$ cat config.mk
export PLATFORM = sky130hd
export DESIGN_NAME = wb_gpio_irq
export DESIGN_NICKNAME = d
export VERILOG_FILES = /design/src/rtl/wb_gpio_irq.sv
export SDC_FILE = /design/constraint.sdc
export NUM_CORES = 1
export LEC_CHECK = 0
export ABC_AREA = 1
export CAP_MARGIN = 20
export CORE_AREA = 2 2 83 85
export DETAILED_ROUTE_END_ITERATION = 10
export DIE_AREA = 0 0 85 87
export HOLD_SLACK_MARGIN = 0.15
export PLACE_DENSITY = 0.81
export SLEW_MARGIN = 20
export SYNTH_ARGS = -nofsm -noshare
export SYNTH_HDL_FRONTEND = slang
export SYNTH_SLANG_ARGS = --single-unit
$ cat constraint.sdc
create_clock -name clock -period 3.9 [get_ports clock]
set_input_delay 0.78 -clock clock [delete_from_list [all_inputs] [get_ports clock]]
set_output_delay 0.78 -clock clock [all_outputs]
set_load 0.01 [all_outputs]
$ cat src/rtl/wb_gpio_irq.sv
// wb_gpio_irq: Wishbone GPIO slave with synchronized inputs, edge capture and level interrupt
module wb_gpio_irq #(
   parameter int WIDTH = 8
) (
   input  logic             clock,
   input  logic             reset,
   input  logic [2:0]       wb_adr_i,
   input  logic [31:0]      wb_dat_i,
   output logic [31:0]      wb_dat_o,
   input  logic [3:0]       wb_sel_i,
   input  logic             wb_we_i,
   input  logic             wb_cyc_i,
   input  logic             wb_stb_i,
   output logic             wb_ack_o,
   input  logic [WIDTH-1:0] gpio_i,
   output logic [WIDTH-1:0] gpio_o,
   output logic [WIDTH-1:0] gpio_dir_o,
   output logic             irq_o
);
   // Registers are held 32 bits wide; bits above WIDTH are forced to 0 and prune away
   localparam logic [31:0] KEEP = (WIDTH >= 32) ? 32'hFFFF_FFFF : ((32'd1 << WIDTH) - 32'd1);
   logic [31:0] s1, s2, prev, out_r, dir_r, rise_en, fall_en, status;
   logic [31:0] wmask, edges, rdata, w1c;
   logic        req, wr;
   function automatic logic [31:0] merge(input logic [31:0] old, input logic [31:0] d, input logic [31:0] m);
      return (old & ~m) | (d & m);
   endfunction
   // Request decode, lane mask, edge detection and read mux
   always_comb begin
      req = wb_cyc_i & wb_stb_i & ~wb_ack_o;
      wr = req & wb_we_i;
      wmask = {{8{wb_sel_i[3]}}, {8{wb_sel_i[2]}}, {8{wb_sel_i[1]}}, {8{wb_sel_i[0]}}} & KEEP;
      edges = ((s2 & ~prev & rise_en) | (~s2 & prev & fall_en)) & KEEP;
      w1c = (wr && wb_adr_i == 3'd5) ? (wb_dat_i & wmask) : 32'd0;
      rdata = (wb_adr_i == 3'd0) ? s2 :
              (wb_adr_i == 3'd1) ? out_r :
              (wb_adr_i == 3'd2) ? dir_r :
              (wb_adr_i == 3'd3) ? rise_en :
              (wb_adr_i == 3'd4) ? fall_en :
              (wb_adr_i == 3'd5) ? status : 32'd0;
   end
   // Two-flop synchronizer plus one history stage for edge detection
   always_ff @(posedge clock) begin
      if (reset) begin
         s1 <= '0;
         s2 <= '0;
         prev <= '0;
      end else begin
         s1 <= 32'(gpio_i) & KEEP;
         s2 <= s1;
         prev <= s2;
      end
   end
   // Bus-writable control registers, only enabled byte lanes change
   always_ff @(posedge clock) begin
      if (reset) begin
         out_r <= '0;
         dir_r <= '0;
         rise_en <= '0;
         fall_en <= '0;
      end else begin
         out_r <= (wr && wb_adr_i == 3'd1) ? merge(out_r, wb_dat_i, wmask) : out_r;
         dir_r <= (wr && wb_adr_i == 3'd2) ? merge(dir_r, wb_dat_i, wmask) : dir_r;
         rise_en <= (wr && wb_adr_i == 3'd3) ? merge(rise_en, wb_dat_i, wmask) : rise_en;
         fall_en <= (wr && wb_adr_i == 3'd4) ? merge(fall_en, wb_dat_i, wmask) : fall_en;
      end
   end
   // Edge status: write-1-to-clear, a same-cycle new edge wins over the clear
   always_ff @(posedge clock) begin
      if (reset) status <= '0;
      else status <= (status & ~w1c) | edges;
   end
   // Single-cycle ack, registered read data and level interrupt
   always_ff @(posedge clock) begin
      if (reset) begin
         wb_ack_o <= 1'b0;
         wb_dat_o <= '0;
         irq_o <= 1'b0;
      end else begin
         wb_ack_o <= req;
         wb_dat_o <= (req & ~wb_we_i) ? rdata : 32'd0;
         irq_o <= |status;
      end
   end
   assign gpio_o = out_r[WIDTH-1:0];
   assign gpio_dir_o = dir_r[WIDTH-1:0];
endmodule

==> reports/qor.tcl, run 1 <==
set qor(cts_buffers) 9
set qor(clock_path_buffers) 2
set qor(power.leakage_nw) 1.525
set qor(outcome) {complete, no violations}
set qor(yosys.area.top_type) {dfxtp_1}
set qor(syn_area_um2) 3059
set qor(tritoncts) {built}
set qor(synthMostInstantiatedCell) {nand2_1}
set qor(die_area_um2) 7395
set qor(unique_masters_post_synth) 23
set qor(finalSetupViolCount) 0
set qor(power_dissipated_by_switching_net_loads_mw) 0.3429
set qor(initial_utilization_pct) 46.57
set qor(fin_nets) 510
set qor(route.detailed.wl_per_inst_um) 12.88
set qor(ys_top_cells_by_area) {dfxtp_1 (48%), nand2_1 (9.6%), nor2_1 (6.7%)}
set qor(crit_chain) {clkdlybuf4s50_1 -> nand3_1 -> inv_2 -> nand2_1 -> o21bai_1 -> a21oi_1}
set qor(detailroute.via_count) 2699
set qor(worst_clock_skew_ns) 0.006008
set qor(max_slew_headroom_at_the_worst_pin_pct) 59.15
set qor(num-fill-cells) 597
set qor(timing_worst_slew_pin_value_ns) 0.6094
set qor(placeableCoreArea_um2) 6569
set qor(power_switching_share_pct) 21.36
set qor(cp-end-kind) {flop}
set qor(synthToLayoutAreaGrowth_pct) 23.80
set qor(layout.area.seq_um2) 1481
set qor(slowest_stage) {clkdlybuf4s50_1}
set qor(worstSetupPathType) {in -> reg}
set qor(multi_input_comb_area_um2) 1251
set qor(path_delay_family) {buffers and inverters}
set qor(detailedRoute.firstPassIterationCount) 5
set qor(totalNegativeSetupSlack_ns) 0
set qor(antenna_cells) 0
set qor(grt_pass1_vias) 2453
set qor(unrepaired_setup_endpoints_after_global_routing) {no}
set qor(drtIter0Drc) 260
set qor(clkSlewWorstSetupHoldPaths_ns) 0.08
set qor(totalWireLength_um) 6992
set qor(cp.arrival_ns) 2.88
set qor(cts_max_level) 3
set qor(cts_root_buf) {clkbuf_8}
set qor(cp_slowest_stage_delay_ns) 0.84
set qor(clock_insertion_delay_worst_skew_ns) 0.33
set qor(design.portCount) 102
set qor(cp_num_buf_inv) 2
set qor(grt_util_all_layers_pct) 19.70
set qor(routed_via_density) 4.971
set qor(power.clock.fraction_pct) 45.6
set qor(first_pass_grt_wire_length_um) 11670
set qor(grt_start_max_net_pins) 36
set qor(tritoncts_num_sinks) 74
set qor(post_synth_inst_count) 406
set qor(grt_antenna_before_repair) 0
set qor(die_y_um) 87
set qor(synth-warning-count) 0
set qor(power.internal_mw) 1.262
set qor(timing.final.crit_share_pct) 68.52
set qor(worst_ep_required_time_ns) 4.10
set qor(drv_cap) 0
set qor(final_hold_viols) 0
set qor(count_of_final_max_slew_check_failures) 0
set qor(layout_cell_share_with_drive_strength_beyond_1_pct) 7.991
set qor(post-route-drc-count) 0
set qor(floorplan.rows) 30
set qor(gp_congestion) 0.8613
set qor(place.port_buffers) 50
set qor(synth_ff_type) {dfxtp_1}
set qor(post_cts_resized) 0
set qor(share_of_synthesized_flip_flops_with_an_asynchronous_set_or_reset_pct) 0
set qor(synth_top_area_share_pct) 48.43
set qor(post_cts_hold_buffer_count) 0
set qor(ys_seq_area_share_pct) 48.43
set qor(route.antenna.remaining_nets) 0
set qor(crit_path_max_fanout) 16
set qor(achievable-frequency_mhz) 374.2
set qor(dp_hpwl_um) 4949
set qor(power_per_cell_area_nw_per_um2) 423.8
set qor(critPathLaunchType) {primary input}
set qor(ys_top_cells_by_count) {nand2_1 (78), dfxtp_1 (74), nor2_1 (55), a21oi_1 (39), inv_1 (38)}
set qor(pwr_total_mw) 1.605
set qor(comb_power_share_pct) 6.3
set qor(pwr-share-seq_pct) 48.2
set qor(cts.repair_timing.setup_buffer_count) 0
set qor(die_w_um) 85
set qor(timing.hold.worst.class) {reg -> reg}
set qor(postSynthAreaPerCell_um2) 7.535
set qor(layout_min_cycle_time_ns) 2.672
set qor(synth_edf_count) 0
set qor(synth-seq-cells) 74
set qor(vdd.ir_drop.worst_mv) 0.2925
set qor(aggregate_global_routing_overflow) 0
[placed cells by master, fill, tap and decap left out]
cell,count
nand3_1,15
inv_1,38
nand2_2,2
nand2_1,78
o21bai_1,8
nor3_2,1
a31oi_1,8
inv_2,8
buf_2,1
nand4_1,13
nor3_4,2
nor2_2,1
conb_1,24
bufinv_16,3
nor2_1,55
nand2_4,1
buf_4,4
clkdlybuf4s50_1,49
a21oi_1,39
dfxtp_1,74
clkinv_2,3
o21ai_0,6
nor4_1,2
clkbuf_8,11
nor3_1,17
[final cells by class]
class	count	share of cell area, %
multi-input combinational	272	33.04
clock buffer	11	3.997
inverter	47	4.691
sequential	74	39.11
clock inverter	5	2.643
timing repair buffer	54	13.88
tap	80	2.643
[tightest hold or removal path, stage by stage, from the launching register on]
cell,delay (ns)
dfxtp_1,0.30
inv_1,0.04
nor2_1,0.03
[stage by stage]
stage	hold slack (ns)	util [%]	area, um^2	worst slack, ns	instances
6_report	0.3984	57.66	3787	1.228	543
3_5_place_dp	0.3922	53.83	3536	0.9246	527
4_1_cts	0.3967	57.66	3787	1.271	543
3_3_place_gp	0.3920	53.83	3536	0.9871	527
2_1_floorplan	0.3883	-	3146	2.041	429
5_1_grt	0.4244	57.66	3787	1.113	543
[cell families (layout without fill, tap and decap cells)]
group / count (synthesis) / count (layout) / synth area share (%)
simple gates: 187 / 187 / 26.99
other cells: 1 / 24 / 0.1226
flops: 74 / 74 / 48.43
buf+inv: 83 / 117 / 13.50
compound gates: 61 / 61 / 10.96
[metal layers]
| metal | part of all wire (%) | vias up | track usage [%] |
|---|---|---|---|
| li1 | - | 1365 | - |
| met1 | 43 | 1195 | 26.14 |
| met2 | 48 | 132 | 32.10 |
| met3 | 8.0 | 7 | 3.507 |
| met4 | 1.1 | 0 | 7.504 |
| met5 | 0 | - | 0 |
[power by group through the flow]
stage	clock network, mW	logic, mW	registers (mW)
global route	0.779	0.111	0.775
global placement	0	0.0975	0.791
CTS	0.741	0.0995	0.773
finish	0.731	0.100	0.773
detailed placement	0	0.0993	0.791
floorplan	0	0.0713	0.790
[final timing paths]
check,startpoint,endpoint,slack (ns),depth (start not counted)
max,wb_adr_i[0],flop,1.23,6
min,s1[7],s2[7],0.40,2
max reg2reg,wb_ack_o,flop,2.17,7
min reg2reg,s1[7],s2[7],0.40,2
No activity file was read; power rests on OpenSTA's default activity.
==> run 2, diff against run 1 <==
--- a/config.mk
+++ b/config.mk
@@ -7,11 +7,11 @@
 export LEC_CHECK = 0
 export ABC_AREA = 1
 export CAP_MARGIN = 20
-export CORE_AREA = 2 2 83 85
+export CORE_AREA = 2 2 86 88
 export DETAILED_ROUTE_END_ITERATION = 10
-export DIE_AREA = 0 0 85 87
+export DIE_AREA = 0 0 88 90
 export HOLD_SLACK_MARGIN = 0.15
-export PLACE_DENSITY = 0.81
+export PLACE_DENSITY = 0.76
 export SLEW_MARGIN = 20
 export SYNTH_ARGS = -nofsm -noshare
 export SYNTH_HDL_FRONTEND = slang
==> constraint.sdc (replaced) <==
create_clock -name clock -period 2.5 [get_ports clock]
set_input_delay 0.5 -clock clock [delete_from_list [all_inputs] [get_ports clock]]
set_output_delay 0.5 -clock clock [all_outputs]
set_load 0.01 [all_outputs]
==> run 2 against run 1 <==
Against the previous run: via count increased by 1.9%; combinational power increased by 63%; cell count increased by 4.8%; sequential share of layout area decreased by 0.077 points; first-iteration DRC count increased by 3.1%; core utilization decreased by 3.6 points; critical path type unchanged; largest power group unchanged; highest routed layer unchanged.
==> reports/qor.tcl, run 2 (synthesis results as in run 1) <==
set qor(fin_area_um2) 3795 ;# +0.20%
set qor(synthToLayoutAreaGrowth_pct) 24.05
set qor(clock_insertion_delay_worst_skew_ns) 0.34 ;# about the same
set qor(layout_min_cycle_time_ns) 2.071
set qor(cp_slowest_stage_delay_ns) 0.69 ;# -0.15 ns
set qor(die_y_um) 90 ;# +3.4%
set qor(grt_start_max_net_pins) 41 ;# +14%
set qor(count_of_final_max_slew_check_failures) 0 ;# unchanged
set qor(design.portCount) 102 ;# unchanged
set qor(post_cts_resized) 0 ;# unchanged
set qor(grt_pass1_vias) 2454 ;# +0.041%
set qor(cp-end-kind) {flop}
set qor(r2r_start) {wb_ack_o}
set qor(die_area_um2) 7920 ;# +7.1%
set qor(max_slew_headroom_at_the_worst_pin_pct) 58.88 ;# -0.27 points
set qor(achievable-frequency_mhz) 483.0
set qor(worst_ep_required_time_ns) 2.70 ;# -1.40 ns
set qor(post-route-worst-setup-slack_ns) 0.4294 ;# -0.7983 ns
set qor(pwr_total_mw) 2.222 ;# +38%
set qor(crit_top_cell) {inv_2}
set qor(layout.core_utilization_pct) 54.05 ;# -3.6 points
set qor(tritoncts_num_sinks) 74 ;# unchanged
set qor(route.detailed.wl_per_inst_um) 12.18 ;# -5.4%
set qor(cts_max_level) 3 ;# unchanged
set qor(totalWireLength_um) 6933 ;# -0.84%
set qor(cp.arrival_ns) 2.27 ;# -0.61 ns
set qor(routed_via_density) 4.833 ;# -2.8%
set qor(initial_utilization_pct) 43.58 ;# -3.0 points
set qor(post-route-drc-count) 0 ;# unchanged
set qor(grt_util_all_layers_pct) 18.32 ;# -1.4 points
set qor(detailroute.via_count) 2750 ;# +1.9%
set qor(grt_antenna_before_repair) 0 ;# unchanged
set qor(path_delay_family) {buffers and inverters}
set qor(route.antenna.remaining_nets) 0 ;# unchanged
set qor(worstSetupPathType) {in -> reg}
set qor(tritoncts) {built}
set qor(cp_num_buf_inv) 3 ;# +1
set qor(floorplan.rows) 31 ;# +3.3%
set qor(outcome) {complete, no violations}
set qor(fin_nets) 517 ;# +1.4%
set qor(drv_cap) 0 ;# unchanged
set qor(finalSetupViolCount) 0 ;# unchanged
set qor(first_pass_grt_wire_length_um) 11320 ;# -3.0%
set qor(vdd.ir_drop.worst_mv) 0.2445 ;# -16%
set qor(gp_congestion) 0.8727 ;# +1.3%
set qor(dp_hpwl_um) 4936 ;# -0.27%
set qor(setup.worst_path.start) {wb_adr_i[2]}
set qor(final_hold_viols) 0 ;# unchanged
set qor(totalNegativeSetupSlack_ns) 0 ;# unchanged
set qor(power.leakage_nw) 1.527 ;# +0.12%
set qor(post_cts_hold_buffer_count) 0 ;# unchanged
set qor(drtIter0Drc) 268 ;# +3.1%
set qor(clkSlewWorstSetupHoldPaths_ns) 0.07 ;# about the same
set qor(slowest_stage) {clkdlybuf4s50_1}
set qor(detailedPlace.worstSlack_ns) 0.1324 ;# -0.7921 ns
set qor(layout.cells.most_common) {nand2_1}
set qor(cts.repair_timing.setup_buffer_count) 0 ;# unchanged
set qor(cts_root_buf) {clkbuf_8}
set qor(placeableCoreArea_um2) 7020 ;# +6.9%
set qor(power_per_cell_area_nw_per_um2) 585.5 ;# +38%
set qor(hold_start) {s1[2]}
set qor(timing_worst_slew_pin_value_ns) 0.6153 ;# +0.005944 ns
set qor(timing.final.crit_share_pct) 82.82
set qor(die_w_um) 88 ;# +3.5%
set qor(num-fill-cells) 667 ;# +12%
set qor(aggregate_global_routing_overflow) 0 ;# unchanged
set qor(detailedRoute.firstPassIterationCount) 7 ;# +2
set qor(mostFrequentLayoutCells) {nand2_1 (78), dfxtp_1 (74), nor2_1 (55), clkdlybuf4s50_1 (49), a21oi_1 (39)}
set qor(timing.hold.worst.class) {reg -> reg}
set qor(dpl_cell_area_um2) 3612 ;# +2.2%
set qor(cts_buffers) 9 ;# unchanged
set qor(critPathLaunchType) {primary input}
set qor(crit_path_max_fanout) 16 ;# unchanged
set qor(antenna_cells) 0 ;# unchanged
set qor(place.port_buffers) 50 ;# unchanged
set qor(crit_chain) {clkdlybuf4s50_1 -> inv_2 -> nand3_1 -> inv_2 -> nand2_1 -> o21bai_1 -> a21oi_1}
set qor(unrepaired_setup_endpoints_after_global_routing) {no}
set qor(layout_cell_share_with_drive_strength_beyond_1_pct) 8.936 ;# +0.94 points
set qor(clock_path_buffers) 2 ;# unchanged
set qor(worst_clock_skew_ns) 0.01051 ;# +0.004500 ns
run 2: cell count changes in the layout (fill, tap and decap cells not counted), sizes merged:
cell    delta
clkbuf     +3
buf        +7
bufinv     -3
run 2: report_power, final:
group / internal [mW] / switching, mW / total, mW
combinational: 0.0633 / 0.0999 / 0.163
clock: 0.440 / 0.412 / 0.851
sequential: 1.20 / 0.00947 / 1.21
run 2: worst register-to-register path, stage by stage (launching register included):
cell      delay [ns]
dfxtp_1         0.31
inv_1           0.05
nand3_1         0.09
nor2_1          0.10
buf_4           0.22
nand2_1         0.41
o21bai_1        0.29
a21oi_1         0.06
run 2: path summary, 6_finish.rpt:
path / to / slack, ns / depth (start not counted)
worst min-delay path: s2[2] / 0.40 / 2
worst min register to register: s2[2] / 0.40 / 2
worst max-delay path: flop / 0.43 / 7
worst max register to register: flop / 0.82 / 7
run 2: final cells by class:
cell class	count	area, um^2	area share, %
timing repair buffer	61	578.1	15.23
tap	99	123.9	3.264
multi-input combinational	272	1251	32.97
clock buffer	14	172.7	4.550
clock inverter	2	10.01	0.2638
inverter	47	177.7	4.682
sequential	74	1481	39.04
run 2: per-layer routing:
metal / track usage [%] / wire [um] / vias up / share of wire [%]
li1: - / - / 1381 / -
met1: 24.94 / 3203 / 1216 / 46
met2: 26.77 / 3034 / 132 / 44
met3: 3.949 / 512 / 21 / 7.4
met4: 9.872 / 184 / 0 / 2.7
met5: 0 / 0 / - / 0
run 2: metrics by stage:
stage          hold WS, ns  cells
2_1_floorplan       0.3883    429
3_3_place_gp        0.3925    553
3_5_place_dp        0.3927    553
4_1_cts             0.4018    569
5_1_grt             0.4301    569
6_report            0.4017    569
